### src/rtl/mem_pkg.sv
// Shared types for the clearable RAM: state encoding of the clear sequencer.
package mem_pkg;

  typedef enum logic {
    CLEAR = 1'b0,
    READY = 1'b1
  } state_e;

endpackage

### src/rtl/mem_clr_seq.sv
// Clear sequencer: walks every word address once after reset or on request.
//   state | meaning
//   CLEAR | writing CLEAR_VAL to word cnt, busy asserted
//   READY | memory initialised, user port owns the write path
module mem_clr_seq
  import mem_pkg::*;
#(
  parameter int DEPTH = 16,
  parameter int AW    = $clog2(DEPTH)
) (
  input  logic          clock,
  input  logic          reset,
  input  logic          clear_req,
  output logic          busy,
  output logic          clr_we,
  output logic [AW-1:0] clr_addr
);

  localparam logic [AW-1:0] LAST_ADDR = AW'(DEPTH - 1);

  state_e        state_q, state_d;
  logic [AW-1:0] cnt_q, cnt_d;

  always_ff @(posedge clock) begin
    if (reset) begin
      state_q <= CLEAR;
      cnt_q   <= '0;
    end else begin
      state_q <= state_d;
      cnt_q   <= cnt_d;
    end
  end

  always_comb begin
    state_d = state_q;
    cnt_d   = cnt_q;
    clr_we  = 1'b0;
    case (state_q)
      CLEAR: begin
        clr_we = 1'b1;
        if (cnt_q == LAST_ADDR) begin
          state_d = READY;
          cnt_d   = '0;
        end else begin
          cnt_d = cnt_q + AW'(1);
        end
      end
      READY: begin
        // A request while already clearing is ignored; only READY can restart.
        if (clear_req) begin
          state_d = CLEAR;
          cnt_d   = '0;
        end
      end
      default: begin
        state_d = CLEAR;
        cnt_d   = '0;
      end
    endcase
  end

  assign busy     = (state_q == CLEAR);
  assign clr_addr = cnt_q;

endmodule

### src/rtl/mem_ram_clr.sv
// Single-clock WIDTH x DEPTH RAM with a built-in clear sequencer.
// Define MEM_RDREG_EN for a registered (read-first, 1-cycle) read port.
module mem_ram_clr
  import mem_pkg::*;
#(
  parameter int               WIDTH     = 8,
  parameter int               DEPTH     = 16,
  parameter logic [WIDTH-1:0] CLEAR_VAL = '0,
  parameter int               AW        = $clog2(DEPTH)
) (
  input  logic             clock,
  input  logic             reset,
  input  logic             clear_req,
  output logic             busy,
  input  logic             we,
  input  logic [AW-1:0]    waddr,
  input  logic [WIDTH-1:0] wdata,
  input  logic [AW-1:0]    raddr,
  output logic [WIDTH-1:0] rdata
);

  localparam logic [AW:0] DEPTH_W = (AW + 1)'(DEPTH);

  logic [WIDTH-1:0] mem_q [DEPTH];
  logic             clr_we;
  logic [AW-1:0]    clr_addr;
  logic             user_we;
  logic             rd_in_range;
  logic [WIDTH-1:0] rd_word;

  mem_clr_seq #(
    .DEPTH (DEPTH),
    .AW    (AW)
  ) u_clr_seq (
    .clock     (clock),
    .reset     (reset),
    .clear_req (clear_req),
    .busy      (busy),
    .clr_we    (clr_we),
    .clr_addr  (clr_addr)
  );

  assign user_we = we && !busy && ({1'b0, waddr} < DEPTH_W);

  // Storage has no reset of its own; the clear sequence defines its contents.
  always_ff @(posedge clock) begin
    if (!reset) begin
      if (clr_we) begin
        mem_q[clr_addr] <= CLEAR_VAL;
      end else if (user_we) begin
        mem_q[waddr] <= wdata;
      end
    end
  end

  assign rd_in_range = ({1'b0, raddr} < DEPTH_W);
  assign rd_word     = rd_in_range ? mem_q[raddr] : '0;

`ifdef MEM_RDREG_EN
  logic [WIDTH-1:0] rdata_q, rdata_d;

  assign rdata_d = rd_word;

  always_ff @(posedge clock) begin
    if (reset) begin
      rdata_q <= '0;
    end else begin
      rdata_q <= rdata_d;
    end
  end

  assign rdata = rdata_q;
`else
  assign rdata = rd_word;
`endif

endmodule

### config.mk
export PLATFORM = sky130hd
export DESIGN_NAME = mem_ram_clr
export DESIGN_NICKNAME = d
export VERILOG_FILES = /design/src/rtl/mem_pkg.sv /design/src/rtl/mem_clr_seq.sv /design/src/rtl/mem_ram_clr.sv
export SDC_FILE = /design/constraint.sdc
export NUM_CORES = 1
export LEC_CHECK = 0
export ABC_AREA = 1
export CORE_MARGIN = 4
export CORE_UTILIZATION = 55
export CTS_CLUSTER_DIAMETER = 50
export DETAILED_ROUTE_END_ITERATION = 10
export GPL_TIMING_DRIVEN = 1
export PLACE_DENSITY = 0.74
export SLEW_MARGIN = 20
export SYNTH_ARGS = -nofsm -noshare
export SYNTH_HDL_FRONTEND = slang
export SYNTH_SLANG_ARGS = --single-unit
### constraint.sdc
create_clock -name clock -period 2 [get_ports clock]
set_input_delay 0.2 -clock clock [delete_from_list [all_inputs] [get_ports clock]]
set_output_delay 0.2 -clock clock [all_outputs]
set_load 0.1 [all_outputs]
== Yosys cells after proc, flatten, opt, wreduce, memory -nomap -nowiden ==
Memories as Yosys holds them, arrays and structs flattened.
Cells that the tools add are included.

* Shift operators: 0
* Multiplexer cells: 16
* Add/subtract/negate cells: 1
* Div/mod/pow operators: 0
* Multipliers: 0
* Equality and inequality tests: 2
* Bitwise gates (word level): 1
* $lt $le $gt $ge: 0
* Reductions and logical operators: 2

{| class="wikitable"
|+ Operators with widths
! kind !! number
|-
| two-way mux 4 bit || 3
|-
| two-way mux 1 bit || 10
|-
| two-way mux 8 bit || 1
|-
| case mux 4 bit (2 select lines) || 1
|-
| OR reduction 8 bit || 1
|-
| adder 4 x 1 -> 4 bit, second input constant || 1
|-
| equality test 4 bit, second input constant || 1
|-
| != test 2 bit, second input constant || 1
|-
| case mux 1 bit (2 select lines) || 1
|-
| logical AND 1 bit || 1
|-
| inverter 1 bit || 1
|}

* Bits in writable memories: 128
* Input port bits: 20
* Latch bits: 0
* Memory bits (read-only): 0
* Output and inout bits: 9
* Word-level logic and storage cells: 25
* Bits in registers: 5
* Memories: 1

{| class="wikitable"
|+ Memory list
! name !! words !! bits a word !! rd ports !! clocked after memory_dff !! wr ports !! line !! RTL
|-
| mem_q || 16 || 8 || 1 || 0 || 1 || mem_ram_clr.sv:24 || <nowiki>logic [WIDTH-1:0] mem_q [DEPTH];</nowiki>
|}

== Longest topological paths before layout ==
* Word-level depth: 7
* Mapped depth: 8
* Mapped depth without buffers: 7

== By module ==
From an unflattened synthesis, not the netlist that was laid out.

* Cells, all modules: 616
* Area total of the unflattened synthesis: 6070.8 µm²

{| class="wikitable"
|+ By module, submodules not included
! module !! cells an instance !! instances !! area each (µm²) !! seq. area each (µm²)
|-
| mem_ram_clr || 582 || 1 || 5816.8 || 3843.7
|-
| mem_clr_seq || 34 || 1 || 254.0 || 100.1
|}

== Worst setup path after synthesis ==
OpenSTA, ideal clock, no wires.

* Path kind: input to output
* Start: in raddr[1]
* End: out rdata[4]
* Stages: 6
* Required time: 1.800 ns
* Slack: 0.294 ns
* Data arrival time: 1.506 ns
* Path buffers: 2
* Cell sequence: buf_2 > clkbuf_1 > nand3_1 > nand3_1 > nand3_1 > nand2_1

* Longest elaborated chain between the ends: 1

{| class="wikitable"
|+ Ends and longest elaborated chain
! item !! line !! RTL
|-
| start: declaration || mem_ram_clr.sv:18 || <nowiki>input logic [AW-1:0] raddr,</nowiki>
|-
| memory (16 x 8 bit) || -- ||
|-
| end: declaration || mem_ram_clr.sv:19 || <nowiki>output logic [WIDTH-1:0] rdata</nowiki>
|}

Every way passes these cells.

== Worst setup path in the final report ==
* Start: in raddr[1]
* End: out rdata[7]

Same word-level chain as after synthesis.

==> flow_metrics.py <==
metrics = {
    "synth": {
        "ys_seq_area_share_pct": 66.1,
        "syn_avg_cell_area_sq_um": 9.83,
        "syn-num-nets": 628,
        "syn_area_sq_um": 5970,
        "yosysMostFrequentCell": "nand2_1",
        "yosys_most_used_dff": "edfxtp_1",
        "synth.area.top_cells": "edfxtp_1, nand2_1, nand3_1",
        "synth_commonest_cells": "nand2_1, edfxtp_1, inv_1, nand3_1, nor2_1",
        "ys_async_sr_fraction_pct": 0,
        "yosysUniqueCellTypes": 20,
        "synth-edff-count": 128,
        "yosys.area.top_type_share_pct": 64.4,
        "yosys.area.top_type": "edfxtp_1",
        "synth_seq_cells": 133,
        "synth_cells": 607,
        "yosysWarnings": 0,
    },
    "global_route": {
        "grt_max_degree": 55,
        "grt_pass1_wl_mm": 21.1,
        "track_usage_pct": 22.2,
        "first_global_vias": 4152,
        "grt_antenna_before_repair": 0,
        "globalRouteOverflowTotal": 0,
    },
    "die": {
        "die_w_um": 112,
        "die-area_sq_um": 12600,
        "core-area_sq_um": 10500,
        "die_height_um": 112,
        "io-pin-count": 29,
        "initial_utilization_pct": 57.0,
        "num_rows": 37,
    },
    "status": {
        "status": "finished clean",
    },
    "detailed_routing": {
        "drt-total-wl_mm": 13.4,
        "drt_iter0_drc": 583,
        "viasPerCell": 5.26,
        "wl_per_cell_um": 16.5,
        "drtAntennaViolNets": 0,
        "firstDrtPassIters": 5,
        "drc_errors": 0,
        "vias": 4284,
    },
    "cts": {
        "clock_latency_ns": 0.51,
        "holdBufCountCts": 0,
        "cts_tree": "done",
        "cts_made_buffers": 17,
        "cts.reportedPaths.clkPinSlew_ns": 0.06,
        "htree_levels": 4,
        "clk_path_buf_depth": 2,
        "clock-sinks": 133,
        "clk_root_buffer_cell": "clkbuf_8",
    },
    "sta": {
        "period_share_pct": 97.7,
        "hold_viol_final": 0,
        "skew_ns": 0.00362,
        "rsz0062_at_grt": "yes",
        "min_period_ns": 1.95,
        "timing.final.ws_setup_ns": 0.0455,
        "worst_pin_slew_ns": 0.654,
        "timing.fmax_mhz": 512,
        "final-setup-viol-count": 0,
        "slew_headroom_pct": 56.3,
        "slew_violations": 0,
    },
    "worst_setup_path": {
        "cp_slowest_cell": "clkdlybuf4s50_1",
        "path_common_cell": "nand3_1",
        "required_ns": 1.80,
        "crit_fanout": 32,
        "crit_type": "in2out",
        "crit_chain": "clkdlybuf4s50_1 -> inv_1 -> buf_12 -> nand3_1 -> nand3_1 -> nand3_1 -> nand2_1 -> buf_12",
        "cpPeakStageDelay_ns": 0.47,
        "crit_arrival_ns": 1.75,
        "end_kind": "primary output",
        "start_kind": "input pin",
    },
    "run": {
        "cap_violations": 0,
    },
    "cells_and_area": {
        "antennaDiodeCount": 0,
        "finish.utilization_pct": 70.0,
        "syn_to_final_growth_pct": 22.7,
        "drive_above_1_share_pct": 12.5,
        "final_nets": 686,
    },
    "pwr": {
        "p_per_area_nw_per_um2": 941,
        "p_leak_nw": 3.31,
        "power_mw": 6.89,
        "vdd_drop_max_mv": 0.552,
    },
    "placed_design": {
        "dpl.hpwl_mm": 8.45,
        "place_ws_ns": -0.0746,
        "portBuffers": 28,
        "gp_congestion": 0.859,
    },
    "worst_hold_path": {
        "hold_class": "in2reg",
    },
}
[layout make-up]
class / instances / area, sq um
clock buffers: 18 / 418
clock inverters: 14 / 208
fillers: 761 / 3140
inverters: 121 / 458
multi-input cells: 328 / 1450
flip-flops and latches: 133 / 3940
well taps: 136 / 170
repair buffers: 64 / 676
[path summary, 6_finish.rpt]
kind	start	to	slack, ns	cells past startpoint
max	raddr[1]	rdata[7]	0.05	8
min	clear_req	u_clr_seq.clr_addr[0]	0.36	4
max reg2reg	u_clr_seq.state_q	mem_q[11][4]	0.14	6
min reg2reg	u_clr_seq.clr_addr[3]	u_clr_seq.clr_addr[3]	0.50	2
[metrics by stage]
step | std cells | area (sq um) | hold WS (ns) | setup TNS, ns
3_5_place_dp | 781 | 6680 | 0.487 | -5.16
4_1_cts | 813 | 7300 | 0.339 | 0
3_3_place_gp | 781 | 6680 | 0.465 | -0.374
2_1_floorplan | 607 | 5970 | 0.269 | 0
6_report | 814 | 7320 | 0.357 | 0
5_1_grt | 814 | 7320 | 0.363 | -0.0269
[critical path: cells and delay by family]
family	cells	cell delay [ns]
buf+inv	4	0.99
simple gates	4	0.56
[power by group]
group	total, mW	internal [mW]	switching, mW	leakage [nW]
clock	3.22	2.14	1.08	0.298
sequential	3.07	3.06	0.0163	1.03
combinational	0.594	0.208	0.386	1.99
total	6.89	5.41	1.49	3.31
[layout by cell type (no fill, tap or decap), drive strengths merged]
cell type | netlist | layout
inv | 121 | 121
nor2 | 25 | 25
nand3 | 104 | 104
o21ai | 8 | 8
clkbuf | 7 | 18
xor2 | 1 | 1
edfxtp | 128 | 128
bufinv | 0 | 5
ha | 1 | 1
clkdlybuf4s50 | 0 | 17
a21oi | 4 | 4
clkinv | 0 | 6
nand2 | 185 | 185
buf | 18 | 46
dlymetal6s2s | 0 | 1
dfxtp | 5 | 5
clkinvlp | 0 | 3
[what timing repair did]
item | in CTS | in global routing
buffers inserted | 0 | 1
setup endpoints to repair | 0 | 3
endpoints found under the hold margin | 0 | 0
gates resized for setup | 0 | 2
[layer usage]
layer	vias to the layer above	track usage (%)	wire, um
met5	-	0	0
met4	0	9.86	359
met3	32	5.82	1050
met2	192	36.3	6730
met1	2002	27.8	5270
li1	2058	-	-
[registers in the layout, indices dropped and copies added (netlist names)]
| register | flops |
|---|---|
| u_clr_seq.clr_addr | 4 |
| u_clr_seq.state_q | 1 |
| mem_q | 128 |
[logic make-up (layout without fill, tap and decap cells)]
family	Yosys count	after routing	synth area share, %
buffers and inverters	146	217	9.69
flip-flops	133	133	66.1
AND/OR/NAND/NOR	314	314	22.5
XOR/XNOR	1	1	0.147
adder cells (fa/ha/maj)	1	1	0.210
AO/OA/AOI/OAI	12	12	1.38
(Power assumes the default switching activity.)
